<file path="config.mk">
export PLATFORM = sky130hd
export DESIGN_NAME = vram_arbiter
export DESIGN_NICKNAME = d
export VERILOG_FILES = /design/src/rtl/vram_arbiter.sv
export SDC_FILE = /design/constraint.sdc
export NUM_CORES = 1
export LEC_CHECK = 0
export BUFFER_PORTS_ARGS = -buffer_cell sky130_fd_sc_hd__buf_2
export CAP_MARGIN = 20
export CORE_UTILIZATION = 50
export DETAILED_ROUTE_END_ITERATION = 10
export GPL_ROUTABILITY_DRIVEN = 0
export PLACE_DENSITY = 0.88
export SYNTH_ARGS = -nofsm -noshare
export SYNTH_HDL_FRONTEND = slang
export SYNTH_SLANG_ARGS = --single-unit
</file>
<file path="constraint.sdc">
create_clock -name clk -period 3.6 [get_ports clk]
set_input_delay 0.54 -clock clk [delete_from_list [all_inputs] [get_ports clk]]
set_output_delay 0.54 -clock clk [all_outputs]
set_load 0.02 [all_outputs]
</file>
<file path="src/rtl/vram_arbiter.sv">
// Single-port framebuffer arbiter: 4x4-upscaled VGA scanout has absolute priority,
// leftover cycles are shared round-robin between draw-engine writes and host reads.
module vram_arbiter #(
  parameter int FB_W = 160,
  parameter int FB_H = 120
) (
  input  logic        clk,
  input  logic        rst,
  input  logic [9:0]  pix_x,
  input  logic [9:0]  pix_y,
  input  logic        pix_en,
  input  logic        pix_hs,
  input  logic        pix_vs,
  output logic [11:0] rgb,
  output logic        hsync,
  output logic        vsync,
  input  logic        wr_valid,
  output logic        wr_ready,
  input  logic [7:0]  wr_x,
  input  logic [6:0]  wr_y,
  input  logic [11:0] wr_data,
  input  logic        rd_valid,
  output logic        rd_ready,
  input  logic [7:0]  rd_x,
  input  logic [6:0]  rd_y,
  output logic        rd_rvalid,
  output logic [11:0] rd_rdata,
  output logic        oob_err,
  output logic [14:0] ram_addr,
  output logic        ram_we,
  output logic [11:0] ram_wdata,
  input  logic [11:0] ram_rdata
);
  localparam logic [7:0] FB_W8 = 8'(FB_W);
  localparam logic [6:0] FB_H7 = 7'(FB_H);

  function automatic logic [14:0] xy_addr(input logic [6:0] y, input logic [7:0] x);
    return (15'(y) << 7) + (15'(y) << 5) + 15'(x);
  endfunction

  logic        disp_slot, wr_oob, rd_oob, wr_hs, rd_hs;
  logic [14:0] addr_d, addr_q;
  logic        last_gnt_q;
  logic        rd_pend_q, rd_pend_oob_q, rd_rvalid_q, oob_q;
  logic [11:0] rd_rdata_q, pix_q, rgb_q;
  logic        disp_d1_q;
  logic [1:0]  en_pipe_q, hs_pipe_q, vs_pipe_q;

  // Only rows 0..479 reach this block, so pix_y[8:2] covers the stored row.
  logic unused_pix_y;
  assign unused_pix_y = ^{pix_y[9], pix_y[1:0]};

  always_comb begin
    disp_slot = pix_en && (pix_x[1:0] == 2'b00);
    wr_oob    = (wr_x >= FB_W8) || (wr_y >= FB_H7);
    rd_oob    = (rd_x >= FB_W8) || (rd_y >= FB_H7);
    // last_gnt_q=1 means the read went last, so the write wins a tie.
    wr_ready  = !disp_slot && wr_valid && (!rd_valid || last_gnt_q);
    rd_ready  = !disp_slot && rd_valid && (!wr_valid || !last_gnt_q);
    wr_hs     = wr_valid && wr_ready;
    rd_hs     = rd_valid && rd_ready;
    ram_we    = wr_hs && !wr_oob;
    ram_wdata = wr_data;
    addr_d    = addr_q;
    if (disp_slot)             addr_d = xy_addr(pix_y[8:2], pix_x[9:2]);
    else if (wr_hs && !wr_oob) addr_d = xy_addr(wr_y, wr_x);
    else if (rd_hs && !rd_oob) addr_d = xy_addr(rd_y, rd_x);
    ram_addr  = addr_d;
  end

  always_ff @(posedge clk) begin
    if (rst) begin
      addr_q        <= '0;
      last_gnt_q    <= 1'b1;
      rd_pend_q     <= 1'b0;
      rd_pend_oob_q <= 1'b0;
      rd_rvalid_q   <= 1'b0;
      rd_rdata_q    <= '0;
      oob_q         <= 1'b0;
      disp_d1_q     <= 1'b0;
      pix_q         <= '0;
      rgb_q         <= '0;
      en_pipe_q     <= '0;
      hs_pipe_q     <= '0;
      vs_pipe_q     <= '0;
    end else begin
      addr_q <= addr_d;
      if (wr_hs)      last_gnt_q <= 1'b0;
      else if (rd_hs) last_gnt_q <= 1'b1;
      rd_pend_q     <= rd_hs;
      rd_pend_oob_q <= rd_hs && rd_oob;
      rd_rvalid_q   <= rd_pend_q;
      if (rd_pend_q) rd_rdata_q <= rd_pend_oob_q ? 12'h000 : ram_rdata;
      oob_q     <= (wr_hs && wr_oob) || (rd_hs && rd_oob);
      disp_d1_q <= disp_slot;
      if (disp_d1_q) pix_q <= ram_rdata;
      // Take RAM data straight through on reload so rgb lands two cycles after the slot.
      rgb_q     <= en_pipe_q[0] ? (disp_d1_q ? ram_rdata : pix_q) : 12'h000;
      en_pipe_q <= {en_pipe_q[0], pix_en};
      hs_pipe_q <= {hs_pipe_q[0], pix_hs};
      vs_pipe_q <= {vs_pipe_q[0], pix_vs};
    end
  end

  assign rgb       = rgb_q;
  assign hsync     = hs_pipe_q[1];
  assign vsync     = vs_pipe_q[1];
  assign rd_rvalid = rd_rvalid_q;
  assign rd_rdata  = rd_rdata_q;
  assign oob_err   = oob_q;
endmodule

</file>
Yosys cells after proc, flatten, opt, wreduce, memory -nomap -nowiden
Index checks and enable logic that the tools add are counted.
{ "word_totals": {"wordCells": 56, "reg_bits": 62, "inputBits": 81, "output_inout_bits": 58} }
{ "classes": {"n_addsub": 6, "n_mux": 7, "bitwise_logic": 1, "n_lt_le_gt_ge": 4, "reduce_logical": 25} }
{ "op_table": {"columns": ["cell", "count"], "rows": [
  ["14-bit by 12-bit adder with 15-bit output", 3],
  ["15-bit by 8-bit adder with 15-bit output", 3],
  ["15-bit 2-to-1 mux", 3],
  ["12-bit 2-to-1 mux", 2],
  ["8-bit greater-or-equal comparator, second input constant", 2],
  ["7-bit greater-or-equal comparator, second input constant", 2],
  ["1-bit logical AND", 11],
  ["1-bit logical NOT", 6],
  ["1-bit logical OR", 5],
  ["2-bit logical NOT", 1],
  ["1-bit 2-to-1 mux", 2],
  ["2-bit nonzero test", 1],
  ["2-bit OR reduction", 1],
  ["1-bit NOT", 1]
]} }

Longest topological paths before layout
Gate-level depths: netlist (run 1).
{ "depth": {"depth_word": 10, "mapped_depth": 10, "mapped_depth_nobuf": 10} }

Worst setup path before layout (run 1)
OpenSTA, ideal clock, no wires.
{ "synth_timing": {"path_kind": "input port to output port", "startpoint": "input port pix_x[9]", "endpoint": "output port ram_addr[12]", "setup_slack_ps": 196, "arrival_time_ps": 2864, "required_ps": 3060, "n_path_buf": 0, "cell_stages": 10, "path_cell_list": "inv_1 > fa_1 > inv_1 > fa_1 > a211oi_1 > o21bai_1 > a21oi_1 > xnor2_1 > nor2_1 > nor3_1"} }
{ "synth_via": {"elab_chain_cells": 2} }
{ "synth_lines": {"columns": ["element", "line_no", "text"], "rows": [
  ["from (decl)", "9", "input logic [9:0] pix_x,"],
  ["15-bit by 8-bit adder with 15-bit output", "38", "return (15'(y) << 7) + (15'(y) << 5) + 15'(x);"],
  ["15-bit 2-to-1 mux", "65", "if (disp_slot) addr_d = xy_addr(pix_y[8:2], pix_x[9:2]);"],
  ["to (decl)", "29", "output logic [14:0] ram_addr,"]
]} }
Every way passes these cells.

Worst setup path after layout (run 1)
{ "layout_timing": {"startpoint": "input port rd_x[7]", "endpoint": "output port ram_addr[12]"} }
{ "layout_via": {"elab_chain_cells": 7, "word_cells_on_any_way": 8, "cone_classes": "add/sub (1); order compare (1); mux (3); reduce/logical (3)"} }
{ "layout_lines": {"columns": ["element", "line_no", "text"], "rows": [
  ["from (decl)", "24", "input logic [7:0] rd_x,"],
  ["8-bit greater-or-equal comparator", "56", "rd_oob = (rd_x >= FB_W8) || (rd_y >= FB_H7);"],
  ["1-bit logical OR", "56", null],
  ["1-bit logical NOT", "67", "else if (rd_hs && !rd_oob) addr_d = xy_addr(rd_y, rd_x);"],
  ["1-bit logical AND", "67", null],
  ["15-bit 2-to-1 mux (*)", "67", null],
  ["15-bit 2-to-1 mux (*)", "66", "else if (wr_hs && !wr_oob) addr_d = xy_addr(wr_y, wr_x);"],
  ["15-bit 2-to-1 mux (*)", "65", null]
]} }
Mark *: on every way between the ends. The rest lies on a longest branch, timed or not.

==> impl_metrics.yaml, run 1 <==
die:
  initial_core_util_pct: 51.99
  io_pins: 139
  core-area_um2: 7253
  dieArea_um2: 7893
  die_h_um: 88.85
  num_rows: 31
  dieWidth_um: 88.85
finish:
  drive_gt1_share_pct: 29.58
  multi_input_area_um2: 2302
  fin_util_pct: 62.89
  seq_area_um2: 1241
  nNetsFinal: 645
  syn2layout_area_growth_pct: 20.97
  antenna_cells: 0
  fillers: 595
critical_path:
  end_kind: "output pin"
  cp_data_required_time_ns: 3.06
  path_class: "in -> out"
  critPathLaunchType: "input pin"
  arrival_ns: 2.92
  cp_max_fo: 2
synth:
  synth_seq_area_share_pct: 32.91
  synth_area_um2: 3771
  synth-edff-count: 0
  async_flop_share_pct: 0
  syn_nets: 547
  synthCells: 421
  avgSynthCellArea_um2: 8.958
  synth_cell_type_count: 48
  synth_flop_cell: "dfxtp_1"
  ys_ff_latch: 62
  synth_warnings: 0
clock_network:
  cts_buffer_depth: 2
  cts_tree: "done"
  post_cts.repair.setup_buffers: 0
  h-tree-depth: 3
  clk_pin_slew_ns: 0.08
  cts_sinks: 62
  cts.hold.buffers_added: 0
  root_buffer: "clkbuf_8"
  cts_buffers: 9
  clock_latency_ns: 0.34
global_routing:
  grt_pass1_wl_um: 14380
  grt_max_degree: 31
  grt-ovfl-total: 0
  gr-usage-all-layers_pct: 24.00
  first_global_vias: 3210
  antenna_found_initial: 0
power:
  total_power_mw: 2.017
  vdd_drop_max_v: 0.0002406
  p_leak_nw: 2.288
  p_per_area_nw_per_um2: 442.2
placed_design:
  portBuffers: 111
  dpl.hpwl_um: 7102
routing:
  post_drt_wl_per_cell_um: 14.89
  drc: 0
  via_per_inst: 5.374
  dr_total_vias: 3348
  totalWireLength_um: 9277
  drt_iter0_markers: 136
  drtPass1Iterations: 4
  ant_nets: 0
sta:
  fmax_mhz: 289.0
  slew_violations: 0
  fin_setup_tns_ns: 0
  post-route-period-util_pct: 96.11
  hold_viol: 0
  setup_violations: 0
  max_slew_margin_pct: 48.23
  post-route-min-period_ns: 3.460
  tightest_slew_ns: 0.7750
  fin_hold_ws_ns: 0.4048
  worst_clock_skew_ns: 0.01183
run_status:
  status: "completed"
job:
  maxCapViolations: 0
hold_path:
  hp-class: "in -> reg"
==> cells by family (layout without fill, tap and decap cells) <==
family	after synthesis	after routing	synth area share (%)
AND/OR/NAND/NOR	125	125	17.02
multiplexers	21	21	5.574
adder cells (fa/ha/maj)	45	45	16.12
XOR/XNOR	16	16	3.716
AO/OA/AOI/OAI	103	103	17.72
flip-flops	62	62	32.91
buffers and inverters	49	152	6.934
==> registers in the layout, indices dropped and copies added, names as in the netlist <==
signal and count:
addr_q 15, pix_q 12, rd_rdata 12, rgb 12, hs_pipe_q 2, vs_pipe_q 2, disp_d1_q 1, en_pipe_q 1
last_gnt_q 1, oob_err 1, rd_pend_oob_q 1, rd_pend_q 1, rd_rvalid 1
==> where the power goes <==
group	internal, mW	leakage, nW	switching (mW)
Clock	0.400	0.115	0.310
Combinational	0.240	1.67	0.331
Sequential	0.720	0.506	0.0168
Total	1.36	2.29	0.658
==> timing repair <==
| item | 4_1_cts | 5_1_grt |
|---|---|---|
| endpoints found under the setup margin | 1 | 3 |
| endpoints found under the hold margin | 0 | 0 |
| pin swaps | 0 | 2 |
| resized for setup | 1 | 6 |
==> Yosys cell counts (all sizes together), types with 4 or more instances <==
cell type,count,area [um2]
o21bai,6,45.04
xor2,4,35.03
ha,39,488.0
and2,13,81.33
clkbuf,10,37.54
inv,21,81.33
nand4,4,25.02
a21o,13,97.59
nor2,36,135.1
nor3,7,35.03
fa,6,120.1
xnor2,12,105.1
nand3,7,65.06
a211oi,6,45.04
nor2b,19,118.9
buf,18,142.6
o21ai,20,100.1
mux2i,21,210.2
dfxtp,62,1241
a21oi,39,225.2
nand2,29,108.9
==> critical path: stages <==
cell and delay [ns]:
buf_2 0.09, inv_1 0.05, fa_1 0.53, inv_1 0.08
fa_1 0.48, a21oi_2 0.18, o21ai_0 0.09, a21oi_1 0.19
xnor2_1 0.19, a21oi_2 0.11, nor3_2 0.19, buf_2 0.19
==> layout by cell type, fill, tap and decap left out, types with 9 or more instances in the layout <==
cell type / instances
buf_2: 111
dfxtp_1: 62
ha_1: 39
nor2_1: 36
nand2_1: 29
a21oi_1: 28
mux2i_1: 21
o21ai_0: 20
inv_1: 19
nor2b_1: 19
a21o_1: 13
and2_1: 13
xnor2_1: 12
a21oi_2: 11
clkbuf_8: 9
==> layout make-up <==
| type | count | area share (%) |
|---|---|---|
| multi-input combinational | 310 | 50.47 |
| inverter | 21 | 1.783 |
| timing repair buffer | 115 | 12.84 |
| clock inverter | 7 | 2.276 |
| sequential | 62 | 27.21 |
| clock buffer | 9 | 2.715 |
| tap | 99 | 2.715 |
==> worst paths after layout <==
path             endpoint  cells past startpoint    startpoint  slack (ns)
min reg2reg  vs_pipe_q[1]                      1  vs_pipe_q[0]        0.44
max reg2reg  rd_rdata[10]                      3     rd_pend_q        1.86
min          hs_pipe_q[0]                      2        pix_hs        0.40
max          ram_addr[12]                     12       rd_x[7]        0.14
==> stage by stage <==
stage | std cells | cell area, um2 | worst slack (ns)
3_5_place_dp | 607 | 4305 | -0.0003393
2_1_floorplan | 421 | 3771 | 0.1960
4_1_cts | 623 | 4538 | 0.02630
6_report | 623 | 4562 | 0.1400
3_3_place_gp | 607 | 4305 | 0.08558
5_1_grt | 623 | 4562 | -0.006319
==> layer usage <==
metal	global-route usage [%]	share of wire, %	up-vias
li1	-	-	1642
met1	29.20	43	1544
met2	40.77	48	141
met3	5.877	7.4	21
met4	9.384	1.9	0
met5	0	0	-
No activity file was read; power rests on OpenSTA's default activity.
==> inputs of run 2 (changes only) <==
PLACE_DENSITY = 0.86   (was 0.88)
==> run 2 against run 1 <==
Compared with the run above:
- combinational power fell by 1%
- final cell count did not move
- power fell by 1.4%
- critical path depth is the same
- final area shrank 0.14%
- global-route usage down 1.4 points
- wire length shrank 4.4%
- maximum frequency decreased by 0.90%
- highest routed layer unchanged
==> impl_metrics.yaml, run 2 (synthesized netlist as in run 1, its figures left out) <==
routing:
  drt_iter0_markers: 110
  dr_total_vias: 3305
  totalWireLength_um: 8869
  via_per_inst: 5.305
  drc: 0
  ant_nets: 0
  post_drt_wl_per_cell_um: 14.24
  drtPass1Iterations: 4
clock_network:
  h-tree-depth: 3
  cts_buffers: 9
  cts.hold.buffers_added: 0
  cts_resized: 0
  clk_pin_slew_ns: 0.07
  cts_tree: "done"
  post_cts.repair.setup_buffers: 0
  clock_latency_ns: 0.34
  cts_buffer_depth: 2
  root_buffer: "clkbuf_8"
  cts_sinks: 62
die:
  initial_core_util_pct: 51.99
  dieArea_um2: 7893
  core-area_um2: 7253
  die_h_um: 88.85
  io_pins: 139
  dieWidth_um: 88.85
  num_rows: 31
sta:
  post-route-min-period_ns: 3.491
  setup_violations: 0
  post-route-period-util_pct: 96.98
  max_slew_margin_pct: 45.04
  tightest_slew_ns: 0.8227
  fmax_mhz: 286.4
  hold_viol: 0
  fin_setup_tns_ns: 0
  worst_clock_skew_ns: 0.009808
  slew_violations: 0
critical_path:
  arrival_ns: 2.95
  cp_max_fo: 2
  path_buf_inv: 4
  cpPeakStageDelay_ns: 0.52
  end_kind: "output pin"
  crit_chain: "buf_2, inv_1, fa_1, inv_1, ha_1, a211oi_2, o31ai_1, xnor2_1, nor2_1, a2111oi_2, nor2_1, buf_2"
  critPathLaunchType: "input pin"
  cp_data_required_time_ns: 3.06
  slowest_stage: "fa_1"
  path_class: "in -> out"
  critPathTopFamily: "adder cells"
run_status:
  status: "completed"
finish:
  largest_reg_flops: 15
  layout_common_cells: "buf_2, dfxtp_1, ha_1"
  nNetsFinal: 645
  drive_gt1_share_pct: 29.20
  antenna_cells: 0
  syn2layout_area_growth_pct: 20.80
  final_common_cell: "buf_2"
  regMostFlops: "addr_q"
global_routing:
  grtUsageMet1_pct: 27.76
  grt_pass1_wl_um: 13590
  grt_use_met3_pct: 7.090
  grt_max_degree: 34
  use_met2_pct: 38.32
  antenna_found_initial: 1
  gr-usage-all-layers_pct: 22.56
  first_global_vias: 3068
  grt-ovfl-total: 0
  busiest_layer: "met2"
placed_design:
  portBuffers: 111
  dpl.hpwl_um: 6833
job:
  maxCapViolations: 0
hold_path:
  hp-class: "in -> reg"
power:
  p_leak_nw: 2.289
  total_power_mw: 1.989
  p_per_area_nw_per_um2: 436.5
  vdd_drop_max_v: 0.0002203
run 2: cell counts in the layout (fill, tap and decap cells not counted):
Identical to the previous run, type by type.
run 2: layer usage:
metal / vias to the layer above / share of wire, %
met5: - / 0
met4: 0 / 1.1
met3: 13 / 7.8
met2: 121 / 48
met1: 1525 / 43
li1: 1646 / -
run 2: final cells by class:
class	count	area, um2
flip-flops and latches	62	1241
multi-input cells	310	2296
clock buffers	9	123.9
inverters	21	81.33
clock inverters	7	103.9
fillers	622	2698
repair buffers	115	585.6
well taps	99	123.9
run 2: path summary, 6_finish.rpt:
path	start	end	slack, ns	depth (start not counted)
max	rd_x[7]	ram_addr[11]	0.11	12
min	pix_vs	vs_pipe_q[0]	0.42	2
max reg2reg	last_gnt_q	addr_q[14]	1.81	7
min reg2reg	vs_pipe_q[0]	vs_pipe_q[1]	0.44	1
run 2: through the flow:
step	hold slack [ns]	utilization (%)	instance area (um2)	instances	setup slack [ns]
floorplan	0.4138	-	3771	421	0.1960
global placement	0.4184	59.36	4305	607	0.1056
detailed placement	0.4308	59.36	4305	607	0.07641
CTS	0.4089	62.50	4533	623	0.06862
global route	0.4255	62.81	4556	623	-0.005260
finish	0.4197	62.81	4556	623	0.1088
run 2: where the power goes:
group	switching (mW)	total, mW	leakage (nW)	internal, mW
sequential	0.0163	0.737	0.506	0.721
combinational	0.327	0.565	1.67	0.238
clock	0.287	0.687	0.115	0.399
==> inputs of run 3 (changes only) <==
PLACE_DENSITY = 0.89   (was 0.86)
==> run 3 against run 2 <==
Compared with the run above:
- die area stayed put
- core utilization about the same
- critical path depth did not move
- clock skew grew 0.0029 ns
- critical path type unchanged
- worst setup slack better by 0.027 ns
- sequential share of layout area about the same
- global-route usage up 1.4 points
==> impl_metrics.yaml, run 3 (synthesized netlist as in run 1, its figures left out) <==
critical_path:
  rrSetupSlack_ns: 1.80
  arrival_ns: 2.92
  path_class: "in -> out"
  cp_data_required_time_ns: 3.06
  cp_max_fo: 2
  r2r_end: "addr_q[14]"
  r2r_start: "last_gnt_q"
  cpPeakStageDelay_ns: 0.53
  slowest_stage: "fa_1"
  critPathLaunchType: "input pin"
  r2r_cells: 7
  crit_chain: "buf_2, inv_1, fa_1, inv_1, fa_1, a21oi_1, o21ai_0, a21oi_1, xnor2_1, a21oi_2, nor3_1, buf_2"
  end_kind: "output pin"
power:
  p_per_area_nw_per_um2: 437.1
  p_comb_share_pct: 28.5
  p_int_mw: 1.358
  vdd_drop_max_v: 0.0001984
  total_power_mw: 1.991
  switching_share_pct: 31.77
  clkPwrFrac_pct: 34.5
  power_switching_mw: 0.6325
  p_leak_nw: 2.287
  power_frac_seq_pct: 37.0
global_routing:
  grt-ovfl-total: 0
  gr-usage-all-layers_pct: 23.93
  antenna_found_initial: 0
  grt_pass1_wl_um: 14610
  first_global_vias: 3210
  grt_max_degree: 29
routing:
  via_per_inst: 5.327
  drtPass1Iterations: 4
  dr_total_vias: 3319
  totalWireLength_um: 9019
  post_drt_wl_per_cell_um: 14.48
  ant_nets: 0
  drc: 0
  drt_iter0_markers: 144
sta:
  hold_viol: 0
  tightest_slew_ns: 0.7860
  post-route-min-period_ns: 3.464
  fmax_mhz: 288.7
  fin_hold_ws_ns: 0.4212
  worst_clock_skew_ns: 0.01268
  fin_setup_tns_ns: 0
  post-route-period-util_pct: 96.22
  slew_violations: 0
  rsz0062_at_grt: "false"
  max_slew_margin_pct: 47.49
  setup_violations: 0
clock_network:
  cts.hold.buffers_added: 0
  clock_latency_ns: 0.33
  cts_buffer_depth: 2
  clk_pin_slew_ns: 0.07
  cts_sinks: 62
  cts_tree: "done"
  root_buffer: "clkbuf_8"
  cts_buffers: 9
  h-tree-depth: 3
die:
  die_h_um: 88.85
  core-area_um2: 7253
  io_pins: 139
  dieWidth_um: 88.85
  dieArea_um2: 7893
  num_rows: 31
  initial_core_util_pct: 51.99
finish:
  layout_common_cells: "buf_2, dfxtp_1, ha_1"
  syn2layout_area_growth_pct: 20.77
  drive_gt1_share_pct: 29.20
  final_common_cell: "buf_2"
  multi_input_area_um2: 2295
  instances_no_fill: 623
  fillers: 622
  regMostFlops: "addr_q"
  seq_area_um2: 1241
  nNetsFinal: 645
  largest_reg_flops: 15
  antenna_cells: 0
  fin_util_pct: 62.79
run_status:
  status: "completed"
placed_design:
  portBuffers: 111
  placed_cells: 607
  dpl.hpwl_um: 6952
hold_path:
  whs_endpoint: "hs_pipe_q[0]"
  hp-class: "in -> reg"
  min-delay-start: "pix_hs"
  min_path_cells: 2
job:
  maxCapViolations: 0
## run 3: cell counts in the layout (fill, tap and decap cells not counted)
Identical to the previous run, type by type.
## run 3: cell type report
cell class	count	area share [%]
Timing Repair Buffer	115	12.86
Clock buffer	9	2.720
Sequential cell	62	27.25
Multi-Input combinational cell	310	50.38
Tap cell	99	2.720
Inverter	21	1.786
Clock inverter	7	2.280
## run 3: per-stage QoR
step	instance area, um2	setup WS, ns
final	4554	0.1362
after global routing	4554	0.0002560
after CTS	4533	0.03125
after detailed placement	4305	0.04476
after global placement	4305	0.09242
after floorplan	3771	0.1960
## run 3: timing repair
| action | 4_1_cts | 5_1_grt |
|---|---|---|
| gates resized for setup | 0 | 5 |
| setup endpoints to repair | 0 | 3 |
| setup buffers | 0 | 0 |
## run 3: metal layers
layer,share of wire [%],vias up,track usage (%)
met5,0,-,0
met4,1.6,0,7.038
met3,5.9,16,6.343
met2,48,120,40.63
met1,44,1542,29.78
li1,-,1641,-
## run 3: how the worst max path moves through the flow
| stage | to | cells past startpoint | startpoint |
|---|---|---|---|
| global route | ram_addr[11] | 12 | rd_x[7] |
| global placement | ram_addr[12] | 12 | pix_x[9] |
| finish | ram_addr[12] | 12 | rd_x[7] |
| detailed placement | ram_addr[12] | 12 | pix_x[9] |
| floorplan | ram_addr[12] | 10 | pix_x[9] |
| CTS | ram_addr[12] | 12 | pix_x[9] |
## run 3: critical path, delay by kind of cell
kind / cells / cell delay, ns
adders and majority gates: 2 / 1.00
AOI/OAI and AO/OA: 4 / 0.60
buffers and inverters: 4 / 0.41
and+or+nand+nor: 1 / 0.21
xor gates and xnor gates: 1 / 0.17
## run 3: power by group through the flow
| stage | combinational [mW] | clock [mW] | sequential [mW] |
|---|---|---|---|
| final | 0.567 | 0.687 | 0.737 |
| after global routing | 0.626 | 0.741 | 0.741 |
| after CTS | 0.556 | 0.703 | 0.737 |
| after detailed placement | 0.552 | 0 | 0.752 |
| after global placement | 0.533 | 0 | 0.751 |
| after floorplan | 0.401 | 0 | 0.755 |
